==> src/rtl/neuron_stage_pkg.sv <==
// -----------------------------------------------------------------------------
// neuron_stage_pkg
//   Shared network package for the layer pipeline.
//   - accumWidth(): per-channel accumulator width, clog2(NP)+WF.
//   - stateWidth(): per-channel state width (full accumulator width for
//     hidden layers, WF for the output layer).
//   - HIDDEN_YES / HIDDEN_NO: layer-kind strings used by the HIDDEN parameter.
//   - mode_e: inference/training mode carried with each accepted word.
//   - saturate(): signed clip from one width to a narrower one. The accumulator
//     blocks use it as well.
// -----------------------------------------------------------------------------
package neuron_stage_pkg;

  localparam string HIDDEN_YES = "yes";
  localparam string HIDDEN_NO  = "no";

  typedef enum logic {
    MODE_INFER = 1'b0,
    MODE_TRAIN = 1'b1
  } mode_e;

  // Widest signed quantity saturate() can handle. Any accumulator fed
  // through it must be no wider than this.
  localparam int unsigned SAT_W = 32;
  typedef logic signed [SAT_W-1:0] satWord_t;

  function automatic int unsigned accumWidth(input int unsigned np,
                                             input int unsigned wf);
    return $clog2(np) + wf;
  endfunction

  function automatic int unsigned stateWidth(input bit          hidden,
                                             input int unsigned wa,
                                             input int unsigned wf);
    return hidden ? wa : wf;
  endfunction

  // Clip a sign-extended value that originally had fromW significant bits
  // into the signed range of toW bits. The result is still sign-extended to
  // SAT_W bits, so callers take the low toW bits. Widening is a no-op.
  function automatic satWord_t saturate(input satWord_t    x,
                                        input int unsigned fromW,
                                        input int unsigned toW);
    satWord_t hi;
    satWord_t lo;
    if (toW >= fromW || toW == 0) begin
      return x;
    end
    hi = (satWord_t'(1) <<< (toW - 1)) - satWord_t'(1);
    lo = -(satWord_t'(1) <<< (toW - 1));
    if (x > hi) begin
      return hi;
    end
    if (x < lo) begin
      return lo;
    end
    return x;
  endfunction

endpackage

==> src/rtl/neuron_stage_act.sv <==
// -----------------------------------------------------------------------------
// neuron_act
//   Combinational activation and saturation for a single channel.
//   Hidden layer : act = ReLU (LEAK == 0) or leaky ReLU (arithmetic shift
//                  right by LEAK for negative sums); pre = sum unchanged.
//   Output layer : act = pre = sum clipped to the signed WF-bit range.
//
//   Parameters
//     HIDDEN  "yes" for a hidden layer, anything else for the output layer
//     WA      accumulator width of the incoming sum
//     WF      fixed-point word width (output-layer clip width)
//     LEAK    leaky-ReLU shift, 0 for plain ReLU
//   Ports
//     sum  in   WA  signed accumulator sum
//     act  out  WN  activated value
//     pre  out  WN  pre-activation value, saturated to WN bits
// -----------------------------------------------------------------------------
module neuron_act
  import neuron_stage_pkg::*;
#(
  parameter string        HIDDEN = HIDDEN_YES,
  parameter int unsigned  WA     = 6,
  parameter int unsigned  WF     = 4,
  parameter int unsigned  LEAK   = 0,
  localparam int unsigned WN     = stateWidth(HIDDEN == HIDDEN_YES, WA, WF)
) (
  input  logic [WA-1:0] sum,
  output logic [WN-1:0] act,
  output logic [WN-1:0] pre
);

  if (HIDDEN == HIDDEN_YES) begin : gHidden
    // Hidden layers keep the full accumulator width, so no clipping is needed.
    if (LEAK == 0) begin : gRelu
      always_comb begin
        act = sum[WA-1] ? '0 : sum;
      end
    end else begin : gLeaky
      // The arithmetic shift floors toward -inf, e.g. -5 >>> 1 = -3.
      always_comb begin
        act = sum[WA-1] ? WN'($signed(sum) >>> LEAK) : sum;
      end
    end

    always_comb begin
      pre = sum;
    end
  end else begin : gOutput
    // The linear output layer narrows to WF bits, so act and pre carry the
    // same clipped value.
    always_comb begin
      act = WN'(saturate(satWord_t'($signed(sum)), WA, WF));
      pre = WN'(saturate(satWord_t'($signed(sum)), WA, WF));
    end
  end

endmodule

==> src/rtl/neuron_stage.sv <==
// -----------------------------------------------------------------------------
// neuron_stage
//   Activation stage for one network layer. Each accepted accumulator word
//   (NC signed sums) is activated per channel and forked to two independently
//   handshaked outputs:
//     State0 - activated values, loaded on every accepted word
//     State1 - pre-activation values, loaded only when iMode = 1 (training)
//
//   Parameters
//     HIDDEN  "yes" hidden layer (rectifier), "no" output layer (linear, clip)
//     NP      inputs summed per accumulator (sets growth bits)
//     NC      channels processed in parallel
//     WF      fixed-point word width
//     LEAK    leaky-ReLU shift for negative hidden sums, 0 = plain ReLU
//     WA      (derived) accumulator width per channel
//     WN      (derived) state width per channel
//
//   Ports
//     iCLK / iRST        clock, asynchronous active-high reset
//     iMode              0 = inference, 1 = training, taken with each word
//     iValid_AS_Accum0   input word valid
//     oReady_AS_Accum0   input word accepted when valid and ready are both high
//     iData_AS_Accum0    NC x WA sums, channel k at [k*WA +: WA]
//     oValid_BM_State0   activated state valid
//     iReady_BM_State0   State0 consumer ready
//     oData_BM_State0    NC x WN activated values
//     oValid_BM_State1   pre-activation state valid
//     iReady_BM_State1   State1 consumer ready
//     oData_BM_State1    NC x WN pre-activation values
// -----------------------------------------------------------------------------
module neuron_stage
  import neuron_stage_pkg::*;
#(
  parameter string        HIDDEN = HIDDEN_YES,
  parameter int unsigned  NP     = 4,
  parameter int unsigned  NC     = 4,
  parameter int unsigned  WF     = 4,
  parameter int unsigned  LEAK   = 0,
  localparam int unsigned WA     = accumWidth(NP, WF),
  localparam int unsigned WN     = stateWidth(HIDDEN == HIDDEN_YES, WA, WF)
) (
  input  logic             iCLK,
  input  logic             iRST,
  input  logic             iMode,
  input  logic             iValid_AS_Accum0,
  output logic             oReady_AS_Accum0,
  input  logic [NC*WA-1:0] iData_AS_Accum0,
  output logic             oValid_BM_State0,
  input  logic             iReady_BM_State0,
  output logic [NC*WN-1:0] oData_BM_State0,
  output logic             oValid_BM_State1,
  input  logic             iReady_BM_State1,
  output logic [NC*WN-1:0] oData_BM_State1
);

  logic [NC*WN-1:0] actWord;
  logic [NC*WN-1:0] preWord;
  mode_e            mode;
  logic             free0;
  logic             free1;
  logic             accept;
  logic             loadPre;

  // ---------------------------------------------------------------------------
  // Per-channel activation
  // ---------------------------------------------------------------------------
  for (genvar k = 0; k < NC; k++) begin : gChan
    neuron_act #(
      .HIDDEN (HIDDEN),
      .WA     (WA),
      .WF     (WF),
      .LEAK   (LEAK)
    ) uAct (
      .sum (iData_AS_Accum0[k*WA +: WA]),
      .act (actWord[k*WN +: WN]),
      .pre (preWord[k*WN +: WN])
    );
  end

  // ---------------------------------------------------------------------------
  // Fork handshake
  // ---------------------------------------------------------------------------
  // Ready depends only on the registered valids and the downstream readies,
  // never on iValid. A word is taken only when both branches can hold it,
  // even if this word will not load State1. This keeps a pending training
  // word from being overtaken.
  always_comb begin
    free0   = !oValid_BM_State0 || iReady_BM_State0;
    free1   = !oValid_BM_State1 || iReady_BM_State1;
    mode    = mode_e'(iMode);
    accept  = iValid_AS_Accum0 && free0 && free1;
    loadPre = accept && (mode == MODE_TRAIN);
  end

  assign oReady_AS_Accum0 = free0 && free1;

  // ---------------------------------------------------------------------------
  // Output registers
  // ---------------------------------------------------------------------------
  // A load wins over a drain in the same cycle, so valid stays high with the
  // new data. Without a load, a valid falls only on its own handshake. The
  // data registers load only on acceptance, which holds them stable under
  // backpressure.
  always_ff @(posedge iCLK or posedge iRST) begin
    if (iRST) begin
      oValid_BM_State0 <= 1'b0;
      oValid_BM_State1 <= 1'b0;
      oData_BM_State0  <= '0;
      oData_BM_State1  <= '0;
    end else begin
      if (accept) begin
        oValid_BM_State0 <= 1'b1;
        oData_BM_State0  <= actWord;
      end else if (oValid_BM_State0 && iReady_BM_State0) begin
        oValid_BM_State0 <= 1'b0;
      end

      if (loadPre) begin
        oValid_BM_State1 <= 1'b1;
        oData_BM_State1  <= preWord;
      end else if (oValid_BM_State1 && iReady_BM_State1) begin
        oValid_BM_State1 <= 1'b0;
      end
    end
  end

endmodule

==> config.mk <==
export PLATFORM = sky130hd
export DESIGN_NAME = neuron_stage
export DESIGN_NICKNAME = d
export VERILOG_FILES = /design/src/rtl/neuron_stage_pkg.sv /design/src/rtl/neuron_stage_act.sv /design/src/rtl/neuron_stage.sv
export SDC_FILE = /design/constraint.sdc
export NUM_CORES = 1
export LEC_CHECK = 0
export ABC_CLOCK_PERIOD_IN_PS = 2600
export CORE_MARGIN = 3
export CORE_UTILIZATION = 39
export DETAILED_ROUTE_END_ITERATION = 12
export PLACE_DENSITY = 0.85
export SLEW_MARGIN = 20
export SYNTH_ARGS = -nofsm -noshare
export SYNTH_HDL_FRONTEND = slang
export SYNTH_SLANG_ARGS = --single-unit
==> constraint.sdc <==
create_clock -name iCLK -period 2.6 [get_ports iCLK]
set_clock_uncertainty 0.1 [all_clocks]
set_input_delay 0.65 -clock iCLK [delete_from_list [all_inputs] [get_ports iCLK]]
set_output_delay 0.65 -clock iCLK [all_outputs]
set_load 0.1 [all_outputs]
==> results.json <==
{
  "outcome": "finished clean",
  "netlist_area_sq_um": 1900,
  "ys_types": 14,
  "utilization": 0.612,
  "drt-wirelength-per-cell_microns": 14.2,
  "cp-start-kind": "input port",
  "finalMaxSlewViolations": 0,
  "hold_buffers": 0,
  "ys_ff_latch": 46,
  "h-tree-depth": 2,
  "overflow": 0,
  "groute.layer.met2.usage": 0.238,
  "fin_crit_ns": 2.42,
  "synth_most_common_cell": "dfrtp_1",
  "critPathBufInv": 2,
  "worstMarginPinSlew_ns": 0.551,
  "met1_usage": 0.174,
  "clock_path_buffers": 2,
  "cts_resized": 0,
  "multiInputGateArea_sq_um": 706,
  "seq_area_frac_synth": 0.607,
  "numCtsBuffers": 5,
  "antenna_found_initial": 0,
  "crit_fanout": 2,
  "fp.dieW_microns": 75.7,
  "rows": 24,
  "finalSetupViolations": 0,
  "portBuffers": 76,
  "crit_family": "buffers and inverters",
  "r2r_end": "oData_BM_State1[23]",
  "hp-start": "oData_BM_State1[11]",
  "routabilityCongestion": 0.696,
  "synth_cells": 130,
  "finalWirelength_microns": 3960,
  "rsz0062_at_grt": "no",
  "end_kind": "output pin",
  "initial_core_util": 0.418,
  "setup_tns_ns": 0,
  "power_mw": 3.09,
  "crit_slowest_cell": "clkdlybuf4s50_1",
  "placed_area_sq_um": 2660,
  "crit_chain": "clkdlybuf4s50_1 > nor2b_1 > nor2_4 > buf_12",
  "drive_gt1_frac": 0.369,
  "path_class": "in -> out",
  "power.leakage_nw": 1.28,
  "cts_root_buffer": "clkbuf_8",
  "regToRegStartpoint": "oValid_BM_State0",
  "power.density_nw_per_um2": 1110,
  "hpwl_microns": 2980,
  "cts_setup_buffers": 0,
  "grt_pass1_vias": 1232,
  "drtIter0Drc": 30,
  "num_antenna_cells": 0,
  "design.core.area_sq_um": 4530,
  "synthTopCellsByArea": "dfrtp_1 (61%), mux2_1 (17%), mux2_2 (9.5%)",
  "synth_common_cells": "dfrtp_1 (46), mux2_1 (28), nor2b_1 (22)",
  "busiest_layer": "met2",
  "synth_flop_cell": "dfrtp_1",
  "grt_pass1_wl_microns": 6090,
  "synth_enable_flop_cells": 0,
  "clock_latency_ns": 0.29,
  "hp-class": "reg -> reg",
  "syn_avg_cell_area_sq_um": 14.6,
  "fin_nets": 243,
  "yosysTopAreaCell": "dfrtp_1",
  "synth.top_cell.area_share": 0.607,
  "grt_max_degree": 28,
  "area_growth_pct": 46.2,
  "max_cap_violations": 0,
  "required_ns": 1.85,
  "via_count": 1290,
  "die-area_sq_um": 5740,
  "n_fill_cell": 370,
  "grt_usage": 0.143,
  "ant_nets": 0,
  "max_freq_mhz": 414,
  "relSlewSlack": 0.632,
  "cts_tree": "yes",
  "async_flop_share": 1.00,
  "pin_count": 81,
  "die_h_microns": 75.7,
  "avgViaCountPerCell": 4.62,
  "regArea_sq_um": 1150,
  "holdPathEnd": "oData_BM_State1[11]",
  "cp.arrival_ns": 1.67,
  "finalHoldViolations": 0,
  "use_met3": 0.0515,
  "rr_worst_depth": 5,
  "ir_drop_uv": 701,
  "worst_hold_slack_ns": 0.391,
  "drc": 0,
  "timing.final.crit_share": 0.929,
  "stdcell_area_sq_um": 2770,
  "cts.reportedPaths.clkPinSlew_ns": 0.08,
  "slowest_delay_ns": 0.41,
  "hold-path-cell-count": 1,
  "dr.pass1.iters": 4,
  "cts_sinks": 46,
  "reg2reg_slack_ns": 0.95,
  "yosysWarnings": 0
}
-- power by group --
part | switching, mW | leakage (nW) | internal, mW
Sequential | 0.0716 | 0.565 | 0.858
Clock | 0.238 | 0.0504 | 0.286
Combinational | 1.29 | 0.669 | 0.346
Total | 1.60 | 1.28 | 1.49
-- how the worst max path moves through the flow --
stage	start	to	depth (start not counted)
finish	iReady_BM_State1	oReady_AS_Accum0	4
floorplan	oValid_BM_State1	oReady_AS_Accum0	2
global placement	iReady_BM_State1	oReady_AS_Accum0	4
CTS	iReady_BM_State1	oReady_AS_Accum0	4
global route	iReady_BM_State1	oReady_AS_Accum0	4
detailed placement	iReady_BM_State1	oReady_AS_Accum0	4
-- metrics by stage --
step,worst slack (ns),instances
6_report,0.185,279
4_1_cts,0.184,279
2_1_floorplan,0.271,133
3_3_place_gp,0.217,271
5_1_grt,0.112,279
3_5_place_dp,0.192,271
-- final cells by class --
class,count,share of cell area
clock buffers,5,0.0248
clock inverters,3,0.0162
inverters,1,0.00135
multi-input cells,78,0.254
flip-flops and latches,46,0.415
well taps,65,0.0293
repair buffers,81,0.259
-- cells by family (layout without fill, tap and decap cells) --
kind of cell / Yosys count / after routing / share of synthesized area
and+or+nand+nor: 29 / 29 / 0.0963
other: 1 / 4 / 0.00198
buffers and inverters: 9 / 90 / 0.0310
AOI/OAI and AO/OA: 1 / 1 / 0.00264
DFF: 46 / 46 / 0.607
muxes: 44 / 44 / 0.261
-- state kept, by name, indices dropped and copies added, names as in the netlist --
name / count
oValid_BM_State0: 1
oValid_BM_State1: 1
oData_BM_State0: 20
oData_BM_State1: 24
-- routing by layer --
| metal | routed length, microns | up-vias |
|---|---|---|
| met3 | 353 | 4 |
| li1 | - | 601 |
| met4 | 34 | 0 |
| met1 | 1710 | 623 |
| met2 | 1860 | 62 |
| met5 | 0 | - |
-- placed cells by master, fill, tap and decap left out --
master	n
buf_4	49
dfrtp_1	46
clkdlybuf4s50_1	29
mux2_1	28
nor2b_1	22
mux2_2	16
clkbuf_8	5
conb_1	4
buf_12	3
nand2b_1	2
nand2_1	2
clkinvlp_4	2
nand3_1	1
nor3_4	1
nor2_4	1
inv_2	1
o21ai_0	1
bufinv_16	1
Note: power is estimated with default switching activity, not from simulation.
==> RTL edit 1, RTL diff (config.mk and constraints unchanged) <==
`NP`: 4 -> 5.
--- a/src/rtl/neuron_stage.sv
+++ b/src/rtl/neuron_stage.sv
@@ -34,3 +34,3 @@
   parameter string        HIDDEN = HIDDEN_YES,
-  parameter int unsigned  NP     = 4,
+  parameter int unsigned  NP     = 5,
   parameter int unsigned  NC     = 4,
Ports: changed (resized iData_AS_Accum0, oData_BM_State0 and oData_BM_State1); port bits go from 81 to 93. No check against the original RTL was run, so the function may have changed too.
==> RTL edit 1 against the unedited design <==
Final cell count up 14%; power rose by 18%; routed wire length up 28%; via count grew 16%; design area increased by 19%; area after synthesis increased by 23%; count of clock-buffer cells in the layout unchanged; setup slack gained 0.080 ns; sequential cell count up 8.
==> RTL edit 1: results (changes against the unedited design) <==
metric	value	unit	change
grt_util_met3	5.03	%	was 5.15%
post_cts_resized	0		unchanged
insertion_delay	0.30	ns	
fillCellCount	464		was 370
final-clk-cell-share	3.29	%	was 4.10%
ys.flop_type	dfrtp_1		unchanged
sh_seq_area	40.8	%	was 41.5%
diodes	0		unchanged
path_delay_family	buffers and inverters		unchanged
post-place-ws	0.243	ns	was 0.192 ns
ys_types	16		was 14
vias_per_cell	4.71		was 4.62
wire_per_inst	16.0	µm	was 14.2 µm
dr.pass1.iters	2		was 4
status	finished clean		unchanged
multi_input_area	913	µm²	was 706 µm²
dr_wl_met2	2460	µm	was 1860 µm
place_congestion	0.685		was 0.696
clk_path_buf_depth	2		unchanged
buffers	93		was 81
hold_path_class	flop to flop		unchanged
grtUsageMet1	19.8	%	was 17.4%
drtIter0Drc	17		was 30
ir_worst_vdd	0.552	mV	was 0.701 mV
synth_warnings	0		unchanged
post_cts_buffers	0		unchanged
worstPathArrival	1.59	ns	was 1.67 ns
numCtsBuffers	5		unchanged
finish.net_count	279		was 243
first_global_vias	1678		was 1,232
rows	27		was 24
wl_met1	2210	µm	was 1710 µm
dp_hpwl	3770	µm	was 2980 µm
critPathMaxStageDelay	0.52	ns	was 0.41 ns
antenna_found_initial	0		unchanged
num-multi-input-gates	90		was 78
synth.area.top_cells	dfrtp_1 (58%), mux2_2 (15%), mux2_4 (13%)		was dfrtp_1 (61%), mux2_1 (17%), mux2_2 (9.5%)
cts_max_level	2		unchanged
grt_pass1_wl	8630	µm	was 6090 µm
power.leakage	1.57	nW	was 1.28 nW
cp_max_fo	2		unchanged
slowest_stage	clkdlybuf4s50_1		unchanged
clockRootBuffer	clkbuf_8		unchanged
gr-usage-all-layers	15.2	%	was 14.3%
inverters	1		unchanged
seq_cells	54		was 46
synthArstFlopShare	100	%	unchanged
top_layer	met4		unchanged
netlist_top_cells_count	dfrtp_1 (54), mux2_2 (32), nor2b_1 (24)		was dfrtp_1 (46), mux2_1 (28), nor2b_1 (22)
layout-drive-gt1-share	51.6	%	was 36.9%
dr_wl_met3	366	µm	was 353 µm
grt_max_degree	55		was 28
largestRegisters	oData_BM_State1: 28 flops, oData_BM_State0: 24 flops		was oData_BM_State1: 24 flops, oData_BM_State0: 20 flops
clkTransAtPathRegs	0.09	ns	
ys_seq_area_share	57.8	%	was 60.7%
io_buffers	88		was 76
layout.nonclk_buf_share	25.5	%	was 25.9%
use_met2	25.3	%	was 23.8%
[RTL edit 1: cell types whose count changed after synthesis, moves of 2 or more]
cell / delta
buf_12: +2
buf_2: -2
dfrtp_1: +8
mux2_1: -28
mux2_2: +16
mux2_4: +20
nor2b_1: +2
nor2b_4: +2
[RTL edit 1: report_power, final]
group | total (W) | internal [W] | switching [W]
Combinational | 0.00199 | 0.000479 | 0.00151
Clock | 0.000552 | 0.000284 | 0.000268
Sequential | 0.00111 | 0.00101 | 0.0000996
Total | 0.00365 | 0.00177 | 0.00188
[RTL edit 1: stage by stage]
stage,cells,area (µm²),hold slack (ns)
6_report,318,3310,0.413
3_5_place_dp,310,3200,0.394
2_1_floorplan,153,2350,0.698
3_3_place_gp,310,3200,0.390
4_1_cts,318,3310,0.416
5_1_grt,318,3310,0.437
[RTL edit 1: logic make-up after synthesis]
kind of cell | Yosys count | synth area share [%]
and+or+nand+nor | 33 | 9.84
muxes | 52 | 28.2
other | 1 | 0.160
AOI/OAI and AO/OA | 1 | 0.214
buffers and inverters | 9 | 3.80
DFF | 54 | 57.8
[RTL edit 1: worst register-to-register path, cell delays in order, from the launching register on]
cell and delay, ns:
dfrtp_1 0.41, nor2b_4 0.15, nor3_4 0.28, buf_12 0.21, mux2_2 0.35
[RTL edit 1: worst paths after layout]
kind	end	slack, ns	from	depth (start not counted)
worst max-delay path	oReady_AS_Accum0	0.26	iReady_BM_State1	4
worst min-delay path	oData_BM_State0[18]	0.41	oData_BM_State0[18]	1
worst max register to register	oData_BM_State1[26]	1.01	oValid_BM_State1	4
worst min register to register	oData_BM_State0[18]	0.41	oData_BM_State0[18]	1
max in group asynchronous	oData_BM_State1[25]	1.55	iRST	3
min in group asynchronous	oData_BM_State0[7]	0.62	iRST	3
==> RTL edit 2, RTL diff (same settings) <==
Made on the original files. Reset style: synchronous (`iRST`), changed in one clocked block. Comments in the files are not updated.
--- a/src/rtl/neuron_stage.sv
+++ b/src/rtl/neuron_stage.sv
@@ -103,3 +103,3 @@
   // backpressure.
-  always_ff @(posedge iCLK or posedge iRST) begin
+  always_ff @(posedge iCLK) begin
     if (iRST) begin
Function: differs if iRST is asserted again (counterexample within 4 cycles, from zero or initial values and one cycle with iRST high); with iRST held inactive, the same outputs for 10 cycles.
==> RTL edit 2 against the unedited design <==
Design area increased by 5.7%; area after synthesis increased by 14%; die area increased by 13%; sequential share of layout area decreased by 10 points; final cell count increased by 24%; setup slack improved by 0.10 ns; non-clock buffer count decreased by 3; routed wire length increased by 8.1%; sequential cell count unchanged.
Power is not compared: it rests on default switching activity, and its combinational part moved more than twofold at a synthesized area within 25%.
==> RTL edit 2: results (changes against the unedited design) <==
metric	value	unit	change
post-place-ws	0.292	ns	was 0.192 ns
worstPathArrival	1.57	ns	was 1.67 ns
dpl_cell_area	0.00284	mm²	was 0.00266 mm²
multi_input_area	0.00114	mm²	was 706 µm²
grtUsageMet1	16.7	%	was 17.4%
slew_headroom	61.7	%	was 63.2%
r2r_cells	4		was 5
wl_met1	1950	µm	was 1710 µm
ys_types	17		was 14
fillCellCount	461		was 370
synthArstFlopShare	0	%	was 100%
use_met2	23.0	%	was 23.8%
ys_seq_area_share	42.5	%	was 60.7%
grt_pass1_wl	7040	µm	was 6090 µm
vias_per_cell	4.59		was 4.62
ys.flop_type	dfxtp_1		was dfrtp_1
inverters	0		was 1
dp_hpwl	2990	µm	was 2980 µm
gr-usage-all-layers	13.7	%	was 14.3%
place_congestion	0.677		was 0.696
routed_wl	4280	µm	was 3960 µm
first_global_vias	1569		was 1,232
drtIter0Drc	68		was 30
status	finished clean		unchanged
layout.nonclk_buf_share	23.6	%	was 25.9%
syn_to_final_growth	35.4	%	was 46.2%
dp.cells	339		was 271
fin_cells	347		was 279
sh_seq_area	31.4	%	was 41.5%
critPathMaxStageDelay	0.50	ns	was 0.41 ns
RTL edit 2: changes by cell type in the layout (fill, tap and decap cells not counted), sizes merged, moves of 20 or more:
cell,unedited run,this run
mux2,44,0
or3b,0,20
nor2b,22,2
dfxtp,0,46
nand2b,2,69
mux2i,0,44
dfrtp,46,0
RTL edit 2: worst paths after layout:
path	end	from	slack (ns)
max reg2reg	oData_BM_State0[20]	oValid_BM_State1	1.28
min reg2reg	oData_BM_State1[5]	oData_BM_State1[5]	0.37
min	oData_BM_State1[5]	oData_BM_State1[5]	0.37
max	oReady_AS_Accum0	iReady_BM_State1	0.28
RTL edit 2: cells by family (layout without fill, tap and decap cells):
kind of cell | count (synthesis) | after routing | share of synthesized area [%]
and+or+nand+nor | 95 | 95 | 30.7
DFF | 46 | 46 | 42.5
muxes | 44 | 44 | 20.3
buffers and inverters | 18 | 86 | 5.55
AOI/OAI and AO/OA | 2 | 2 | 0.693
other | 1 | 4 | 0.173
